==> src/rtl/traffic_light_monitor.sv <==
// Passive checker for the two-road traffic-light interface: follows the 8-phase
// light sequence, flags illegal codes, transitions and sensor-rule violations.
module traffic_light_monitor #(
  parameter int CNT_W = 8
) (
  input  logic             clk,
  input  logic             reset,
  input  logic             sample,
  input  logic [2:0]       la,
  input  logic [2:0]       lb,
  input  logic             sa,
  input  logic             sb,
  output logic             locked,
  output logic [3:0]       phase,
  output logic             err,
  output logic [2:0]       err_code,
  output logic [CNT_W-1:0] rounds,
  output logic [CNT_W-1:0] b_green_len
);

  typedef enum logic [3:0] {
    S_SYNC   = 4'd0,
    S_A_GO   = 4'd1,
    S_A_YEL  = 4'd2,
    S_RR1    = 4'd3,
    S_B_YEL  = 4'd4,
    S_B_GO   = 4'd5,
    S_B_YEL2 = 4'd6,
    S_RR2    = 4'd7,
    S_A_YEL2 = 4'd8
  } phase_e;

  typedef enum logic [1:0] {L_R, L_Y, L_G, L_X} light_e;

  localparam logic [2:0] E_NONE = 3'd0;
  localparam logic [2:0] E_CODE = 3'd1;
  localparam logic [2:0] E_TRAN = 3'd2;
  localparam logic [2:0] E_BOTH = 3'd3;
  localparam logic [2:0] E_ASNS = 3'd4;
  localparam logic [2:0] E_BSNS = 3'd5;

  function automatic light_e dec(input logic [2:0] c);
    case (c)
      3'b111:  return L_R;
      3'b011:  return L_G;
      3'b001:  return L_Y;
      default: return L_X;
    endcase
  endfunction

  function automatic logic [CNT_W-1:0] sat_inc(input logic [CNT_W-1:0] v);
    return (v == '1) ? v : v + CNT_W'(1);
  endfunction

  phase_e           r_state, w_nxt;
  logic             r_req, r_err;
  logic [2:0]       r_err_code, w_code;
  logic [CNT_W-1:0] r_rounds, r_blen, r_dwell;
  light_e           w_a, w_b;
  logic             w_gr, w_yr, w_rr, w_ry, w_rg;

  assign w_a  = dec(la);
  assign w_b  = dec(lb);
  assign w_gr = (w_a == L_G) && (w_b == L_R);
  assign w_yr = (w_a == L_Y) && (w_b == L_R);
  assign w_rr = (w_a == L_R) && (w_b == L_R);
  assign w_ry = (w_a == L_R) && (w_b == L_Y);
  assign w_rg = (w_a == L_R) && (w_b == L_G);

  always_ff @(posedge clk) begin
    if (!reset)      r_state <= S_SYNC;
    else if (sample) r_state <= w_nxt;
  end

  // Error priority: both-green, then illegal code, then sequence, then sensors.
  always_comb begin
    w_nxt  = r_state;
    w_code = E_NONE;
    if (w_a == L_G && w_b == L_G)       w_code = E_BOTH;
    else if (w_a == L_X || w_b == L_X)  w_code = E_CODE;
    else begin
      case (r_state)
        S_SYNC:   if (w_gr) w_nxt = S_A_GO;
        S_A_GO: begin
          if (w_gr)      begin if (r_req) w_code = E_ASNS; end
          else if (w_yr) begin if (!r_req) w_code = E_ASNS; else w_nxt = S_A_YEL; end
          else           w_code = E_TRAN;
        end
        S_A_YEL:  if (w_rr) w_nxt = S_RR1;    else w_code = E_TRAN;
        S_RR1:    if (w_ry) w_nxt = S_B_YEL;  else w_code = E_TRAN;
        S_B_YEL:  if (w_rg) w_nxt = S_B_GO;   else w_code = E_TRAN;
        S_B_GO: begin
          if (w_rg)      begin if (!r_req) w_code = E_BSNS; end
          else if (w_ry) begin if (r_req) w_code = E_BSNS; else w_nxt = S_B_YEL2; end
          else           w_code = E_TRAN;
        end
        S_B_YEL2: if (w_rr) w_nxt = S_RR2;    else w_code = E_TRAN;
        S_RR2:    if (w_yr) w_nxt = S_A_YEL2; else w_code = E_TRAN;
        S_A_YEL2: if (w_gr) w_nxt = S_A_GO;   else w_code = E_TRAN;
        default:  w_nxt = S_SYNC;
      endcase
    end
    if (w_code != E_NONE) w_nxt = S_SYNC;
  end

  always_ff @(posedge clk) begin
    if (!reset) begin
      r_req      <= 1'b0;
      r_err      <= 1'b0;
      r_err_code <= E_NONE;
      r_rounds   <= '0;
      r_blen     <= '0;
      r_dwell    <= '0;
    end else if (sample) begin
      r_req <= ~sa & sb;
      if (w_code != E_NONE) begin
        r_err <= 1'b1;
        if (!r_err) r_err_code <= w_code;
      end
      // Entry sample counts as the first B-green sample.
      if (w_nxt == S_B_GO)
        r_dwell <= (r_state == S_B_GO) ? sat_inc(r_dwell) : CNT_W'(1);
      if (r_state == S_B_GO && w_nxt == S_B_YEL2) r_blen <= r_dwell;
      if (r_state == S_A_YEL2 && w_nxt == S_A_GO) r_rounds <= sat_inc(r_rounds);
    end
  end

  assign locked      = (r_state != S_SYNC);
  assign phase       = r_state;
  assign err         = r_err;
  assign err_code    = r_err_code;
  assign rounds      = r_rounds;
  assign b_green_len = r_blen;

endmodule

==> config.mk <==
export PLATFORM = sky130hd
export DESIGN_NAME = traffic_light_monitor
export DESIGN_NICKNAME = d
export VERILOG_FILES = /design/src/rtl/traffic_light_monitor.sv
export SDC_FILE = /design/constraint.sdc
export NUM_CORES = 1
export LEC_CHECK = 0
export ABC_AREA = 1
export BUFFER_PORTS_ARGS = -buffer_cell sky130_fd_sc_hd__buf_2
export CAP_MARGIN = 20
export CORE_MARGIN = 2
export CORE_UTILIZATION = 52
export DETAILED_ROUTE_END_ITERATION = 8
export GPL_ROUTABILITY_DRIVEN = 0
export HOLD_SLACK_MARGIN = 0.02
export PLACE_DENSITY = 0.74
export SYNTH_ARGS = -nofsm -noshare
export SYNTH_HDL_FRONTEND = slang
export SYNTH_SLANG_ARGS = --single-unit
==> constraint.sdc <==
create_clock -name clk -period 3 [get_ports clk]
set_clock_uncertainty 0.2 [all_clocks]
set_input_delay 0.3 -clock clk [delete_from_list [all_inputs] [get_ports clk]]
set_output_delay 0.3 -clock clk [all_outputs]
set_load 0.1 [all_outputs]
==> results of run 1 <==
layer usage:
metal / vias up / GRT usage (%)
met5: - / 0
met4: 0 / 7.65
met3: 5 / 4.56
met2: 68 / 42.0
met1: 948 / 31.3
li1: 1143 / -
per-stage QoR:
stage,setup slack (ns),power [mW],cells
global placement,0.729,0.608,409
CTS,0.756,1.10,417
floorplan,0.352,0.579,330
finish,0.736,1.09,417
global route,0.542,1.14,417
detailed placement,0.678,0.610,409
synthesized netlist by cell type (all sizes together):
master and number:
xor2 4, o21a 2, dfxtp 33, a211oi 1
a31oi 2, buf 1, nor3 11, nand2 92
ha 2, nor4 3, a21oi 25, nand3b 3
nand4 5, nor2 50, inv 45, o21ai 21
xnor2 1, nor3b 2, clkbuf 4, nand3 23
cells in the final DEF, fill, tap and decap left out:
cell        n
clkinv_2    1
nand3b_1    3
nor2_4      2
inv_2       9
dfxtp_1    33
a211oi_1    1
nor2_2      8
buf_4       1
a31oi_1     2
o21ai_1     3
buf_2      35
nor2_1     40
nor3_1     11
o21a_1      2
xnor2_1     1
ha_1        2
nand2_2     6
nand3_2     3
nand4_1     5
nor4_1      3
a21oi_1    25
nand2_4     1
inv_1      36
o21ai_0    17
o21ai_2     1
clkbuf_8    5
nand3_1    20
nand2_1    85
nor3b_1     2
xor2_1      4
bufinv_16   2
how the worst max path moves through the flow:
stage / endpoint / cells past startpoint / from / slack, ns
2_1_floorplan: r_dwell[1]$_SDFFE_PN0P_ / 15 / phase[3]$_SDFFE_PN0P_ / 0.35
3_3_place_gp: r_dwell[1]$_SDFFE_PN0P_ / 15 / la[2] / 0.73
3_5_place_dp: r_dwell[1]$_SDFFE_PN0P_ / 15 / la[2] / 0.68
4_1_cts: r_dwell[3]$_SDFFE_PN0P_ / 13 / phase[3]$_SDFFE_PN0P_ / 0.76
5_1_grt: r_dwell[1]$_SDFFE_PN0P_ / 15 / phase[2]$_SDFFE_PN0P_ / 0.54
6_report: r_dwell[1]$_SDFFE_PN0P_ / 13 / phase[3]$_SDFFE_PN0P_ / 0.74
registers in the layout, summed over array words and instances (netlist names):
name / cells
rounds: 8
err_code: 3
r_req: 1
b_green_len: 8
err: 1
phase: 4
r_dwell: 8
logic make-up (layout without fill, tap and decap cells):
kind of cell,Yosys count,count (layout),synth area share [%]
AOI/OAI and AO/OA,51,51,13.1
DFF,33,33,32.2
buffers and inverters,50,89,9.21
xor gates and xnor gates,5,5,2.14
adders and majority gates,2,2,1.22
and+or+nand+nor,189,189,42.1
worst register-to-register path, cell delays in order (launching register included):
cell	delay (ns)
dfxtp_1	0.44
inv_2	0.09
nand2_2	0.11
inv_2	0.07
nand2_4	0.11
nor2_1	0.07
nand3_2	0.06
nand2_1	0.07
nor2_2	0.14
nand4_1	0.24
nor2_2	0.25
nand2_2	0.12
o21ai_2	0.14
nor2_1	0.06
cell type report:
class | instances | area (um^2) | share of cell area, %
multi-input combinational | 247 | 1200 | 49.9
sequential | 33 | 661 | 27.4
timing repair buffer | 36 | 183 | 7.59
inverter | 45 | 169 | 7.02
clock buffer | 5 | 68.8 | 2.86
clock inverter | 3 | 65.1 | 2.70
tap | 48 | 60.1 | 2.49
report_power, final:
part | switching (mW) | internal (mW) | leakage (nW)
Clock | 0.163 | 0.330 | 0.0681
Sequential | 0.00671 | 0.446 | 0.267
Combinational | 0.117 | 0.0296 | 0.763
Total | 0.287 | 0.805 | 1.10
==> impl_metrics.env, run 1 <==
export IMPL_hold_slack_ns=0.118
export IMPL_wl_mm=4.91
export IMPL_ff2ff_setup_slack_ns=0.74
export IMPL_cts_resized_gates=0
export IMPL_cts_tree="built"
export IMPL_die_w_um=66.8
export IMPL_post_cts_buffers=0
export IMPL_die_h_um=66.8
export IMPL_synth_distinct_cells=28
export IMPL_via_per_inst=5.19
export IMPL_slew_headroom_pct=54.8
export IMPL_clk_path_buf_depth=2
export IMPL_dieArea_um2=4460
export IMPL_path_cells="inv_2, nand2_2, inv_2, nand2_4, nor2_1, nand3_2, nand2_1, nor2_2, nand4_1, nor2_2, nand2_2, o21ai_2, nor2_1"
export IMPL_fmax_ghz=0.442
export IMPL_endpoint_kind="register"
export IMPL_leakagePower_nw=1.10
export IMPL_syn_avg_cell_area_um2=6.21
export IMPL_holdPathStages=4
export IMPL_powerDensity_nw_per_um2=454
export IMPL_ir_worst_vdd_v=0.000503
export IMPL_synth_top_cell_area_share_pct=32.2
export IMPL_synth_seq_cells=33
export IMPL_clk_latency_ns=0.29
export IMPL_crit_slowest_cell="dfxtp_1"
export IMPL_cts_root_buf="clkbuf_8"
export IMPL_detail_route_iter0_violations=102
export IMPL_syn_nets=343
export IMPL_row_count=22
export IMPL_hold_start="sa"
export IMPL_post_route_min_period_ns=2.26
export IMPL_cts_buffers=5
export IMPL_met1Wirelength_mm=2.27
export IMPL_routedWlPerCell_um=11.8
export IMPL_wl_met3_um=331
export IMPL_antenna_found_initial=0
export IMPL_clock_sinks=33
export IMPL_syn2layout_area_growth_pct=17.4
export IMPL_finish_utilization_pct=64.8
export IMPL_yosysTopAreaCell="dfxtp_1"
export IMPL_worst_path_max_fanout=7
export IMPL_highest_layer="met4"
export IMPL_cp_data_arrival_time_ns=2.24
export IMPL_rsz0062_at_grt="no"
export IMPL_grt_max_degree=22
export IMPL_syn_cell_area_um2=2050
export IMPL_drive_above_1_share_pct=20.1
export IMPL_worst_path_buf_inv=2
export IMPL_drv_slew=0
export IMPL_yosysWarnings=0
export IMPL_yosys_top_cells_area="dfxtp_1 32%, nand2_1 16%, nor2_1 7.3%"
export IMPL_postRouteAntennaNets=0
export IMPL_grt_pass1_vias=1964
export IMPL_synth_yosys_seq_area_share_pct=32.2
export IMPL_crit_family="simple AND/OR/NAND/NOR gates"
export IMPL_cts_clk_slew_worst_paths_ns=0.07
export IMPL_final_cell_area_um2=2410
export IMPL_timing_rr_start="phase[3]$_SDFFE_PN0P_"
export IMPL_grt_pass1_wl_mm=8.40
export IMPL_crit_type="register to register"
export IMPL_hold_path_end="r_req$_SDFFE_PN0P_"
export IMPL_setup_worst_path_start_class="register"
export IMPL_tns_ns=0
export IMPL_drt_pass1_iter_count=5
export IMPL_cpPeakStageDelay_ns=0.44
export IMPL_route_met2_wl_mm=2.27
export IMPL_rr_endpoint="r_dwell[1]$_SDFFE_PN0P_"
export IMPL_status="finished, final reports clean"
export IMPL_critPathRequiredTime_ns=2.98
export IMPL_nets=381
export IMPL_hold_class="primary input to register"
export IMPL_drcViolationCount=0
export IMPL_n_fill_cell=390
export IMPL_vias=2164
export IMPL_grtUsageTotal_pct=24.6
export IMPL_dpl_cell_area_um2=2270
export IMPL_finalCritPeriodShare_pct=75.5
export IMPL_numPortBuffers=35
export IMPL_diodes=0
export IMPL_ios=36
export IMPL_rr_worst_depth=13
export IMPL_setup_viol=0
export IMPL_finalHoldViolCount=0
export IMPL_core_um2=3720
export IMPL_start_util_pct=55.2
export IMPL_worstMarginPinSlew_ns=0.678
export IMPL_grt_ovfl_total=0
export IMPL_cts_hold_buf=0
export IMPL_htreeDepth=2
export IMPL_synthesis_instances=330
export IMPL_hpwl_mm=3.70
export IMPL_max_cap_violations=0
Note: power is estimated with default switching activity, not from simulation.
==> inputs of run 2 (changes only) <==
- clock period: 3 -> 2.25 ns (I/O delays scaled with it)
==> run 2 against run 1 <==
Against the previous run:
- global-route usage shrank 0.57 points
- cell count is 1.4% higher
- flip-flop and latch count unchanged
- first-iteration DRC count increased by 46%
- critical path depth grew 2
- critical endpoint unchanged
- design area rose by 2.3%
==> impl_metrics.env, run 2 (synthesis gave the netlist of run 1 again) <==
export IMPL_syn2layout_area_growth_pct=20.1
export IMPL_worstMarginPinSlew_ns=0.690
export IMPL_cts_hold_buf=0
export IMPL_hpwl_mm=3.68
export IMPL_drv_slew=0
export IMPL_worst_path_max_fanout=6
export IMPL_post_route_min_period_ns=2.08
export IMPL_drcViolationCount=0
export IMPL_grt_max_degree=22
export IMPL_cts_root_buf="clkbuf_8"
export IMPL_cts_tree="built"
export IMPL_cts_buffers=5
export IMPL_finalCritPeriodShare_pct=92.4
export IMPL_diodes=0
export IMPL_crit_type="register to register"
export IMPL_grt_ovfl_total=0
export IMPL_cp_data_arrival_time_ns=2.05
export IMPL_core_um2=3720
export IMPL_clkPwrFrac_pct=35.3
export IMPL_dieArea_um2=4460
export IMPL_via_per_inst=5.14
export IMPL_clk_latency_ns=0.28
export IMPL_finalHoldViolCount=0
export IMPL_grt_pass1_wl_mm=8.22
export IMPL_n_fill_cell=336
export IMPL_clk_path_buf_depth=2
export IMPL_drt_pass1_iter_count=4
export IMPL_grtUsageTotal_pct=24.0
export IMPL_cp_common_cell="nand2_1"
export IMPL_p_sw_uw=367
export IMPL_placed_cells_incl_taps=412
export IMPL_vias=2175
export IMPL_status="finished, final reports clean"
export IMPL_grt_pass1_vias=1900
export IMPL_ios=36
export IMPL_clock_sinks=33
export IMPL_antenna_found_initial=0
export IMPL_tns_ns=0
export IMPL_die_h_um=66.8
export IMPL_switching_share_pct=29.4
export IMPL_postRouteAntennaNets=0
export IMPL_setup_worst_path_start_class="register"
export IMPL_path_cells="inv_2, nand2_1, nor2_1, nand2_1, nand2_1, nor2_1, nand2_1, nand2_2, nand3_2, inv_2, nand2_2, nor2_4, nand2_4, o21ai_2, nor2_1"
export IMPL_start_util_pct=55.2
export IMPL_nets=388
export IMPL_wl_mm=4.91
export IMPL_slew_headroom_pct=54.0
export IMPL_max_cap_violations=0
export IMPL_sequentialPowerShare_pct=48.4
export IMPL_fmax_ghz=0.481
export IMPL_drive_above_1_share_pct=24.3
export IMPL_routedWlPerCell_um=11.6
export IMPL_fin_total_pwr_mw=1.25
export IMPL_crit_slowest_cell="dfxtp_2"
export IMPL_crit_family="simple AND/OR/NAND/NOR gates"
export IMPL_powerDensity_nw_per_um2=506
export IMPL_final_cells=423
export IMPL_row_count=22
export IMPL_htreeDepth=2
export IMPL_cpPeakStageDelay_ns=0.42
export IMPL_ff2ff_setup_slack_ns=0.17
export IMPL_finish_utilization_pct=66.3
export IMPL_endpoint_kind="register"
export IMPL_final_common_cell="nand2_1"
export IMPL_p_int_uw=880
export IMPL_cts_clk_slew_worst_paths_ns=0.06
export IMPL_worst_path_buf_inv=2
export IMPL_leakagePower_nw=1.13
export IMPL_layout_common_cells="84 x nand2_1, 39 x nor2_1, 36 x inv_1"
export IMPL_numPortBuffers=35
export IMPL_critPathRequiredTime_ns=2.22
export IMPL_setup_viol=0
export IMPL_hold_class="primary input to register"
export IMPL_ir_worst_vdd_v=0.000485
export IMPL_die_w_um=66.8
export IMPL_p_comb_share_pct=16.3
export IMPL_detail_route_iter0_violations=149
==> run 2: cell count changes in the layout (fill, tap and decap cells not counted), moves of 2 or more <==
cell and delta:
dfxtp_2 +7, dfxtp_4 +2, buf_4 +7, nor2_2 -2, bufinv_16 -2, dfxtp_1 -9, nand2_4 +2, nor2_4 +3
==> run 2: power groups by stage <==
stage          clock [mW]  sequential [mW]  combinational [mW]
2_1_floorplan           0            0.683              0.0887
3_5_place_dp            0            0.617               0.197
4_1_cts             0.451            0.604               0.197
6_report            0.440            0.604               0.203
5_1_grt             0.478            0.604               0.219
3_3_place_gp            0            0.617               0.196
==> run 2: per-layer routing <==
| metal | wire length [um] | global-route usage [%] | share of wire [%] |
|---|---|---|---|
| met5 | 0 | 0 | 0 |
| met1 | 2410 | 32.0 | 49 |
| met4 | 63 | 10.2 | 1.3 |
| met3 | 254 | 4.56 | 5.2 |
| met2 | 2180 | 37.8 | 44 |
==> run 2: final timing paths <==
kind | from | to | cells after the start
worst max-delay path | phase[2]$_SDFFE_PN0P_ | r_dwell[1]$_SDFFE_PN0P_ | 15
worst max register to register | phase[2]$_SDFFE_PN0P_ | r_dwell[1]$_SDFFE_PN0P_ | 15
worst min register to register | b_green_len[3]$_SDFFE_PN0P_ | b_green_len[3]$_SDFFE_PN0P_ | 2
worst min-delay path | sample | phase[3]$_SDFFE_PN0P_ | 2
==> run 2: area by class of cell <==
cell class                      instances  area, um^2  area share [%]
Clock buffer                            7        86.3            3.50
Inverter                               45         169            6.86
Multi-Input combinational cell        247        1240            50.2
Sequential cell                        33         677            27.5
Tap cell                               48        60.1            2.44
Timing Repair Buffer                   43         235            9.55
==> run 2: what timing repair did <==
action                                 CTS  global route
endpoints found under the hold margin    0             0
buffers inserted                         0             4
setup endpoints to repair                0             9
gates resized for setup                  0             9
==> run 2: per-stage QoR <==
step | setup WS, ns | area [um^2] | hold WS (ns)
finish | 0.171 | 2460 | 0.0338
global route | -0.0155 | 2460 | 0.0378
CTS | 0.153 | 2400 | 0.0267
detailed placement | 0.0964 | 2310 | 0.251
global placement | 0.140 | 2310 | 0.250
floorplan | 0.00133 | 2060 | 0.152
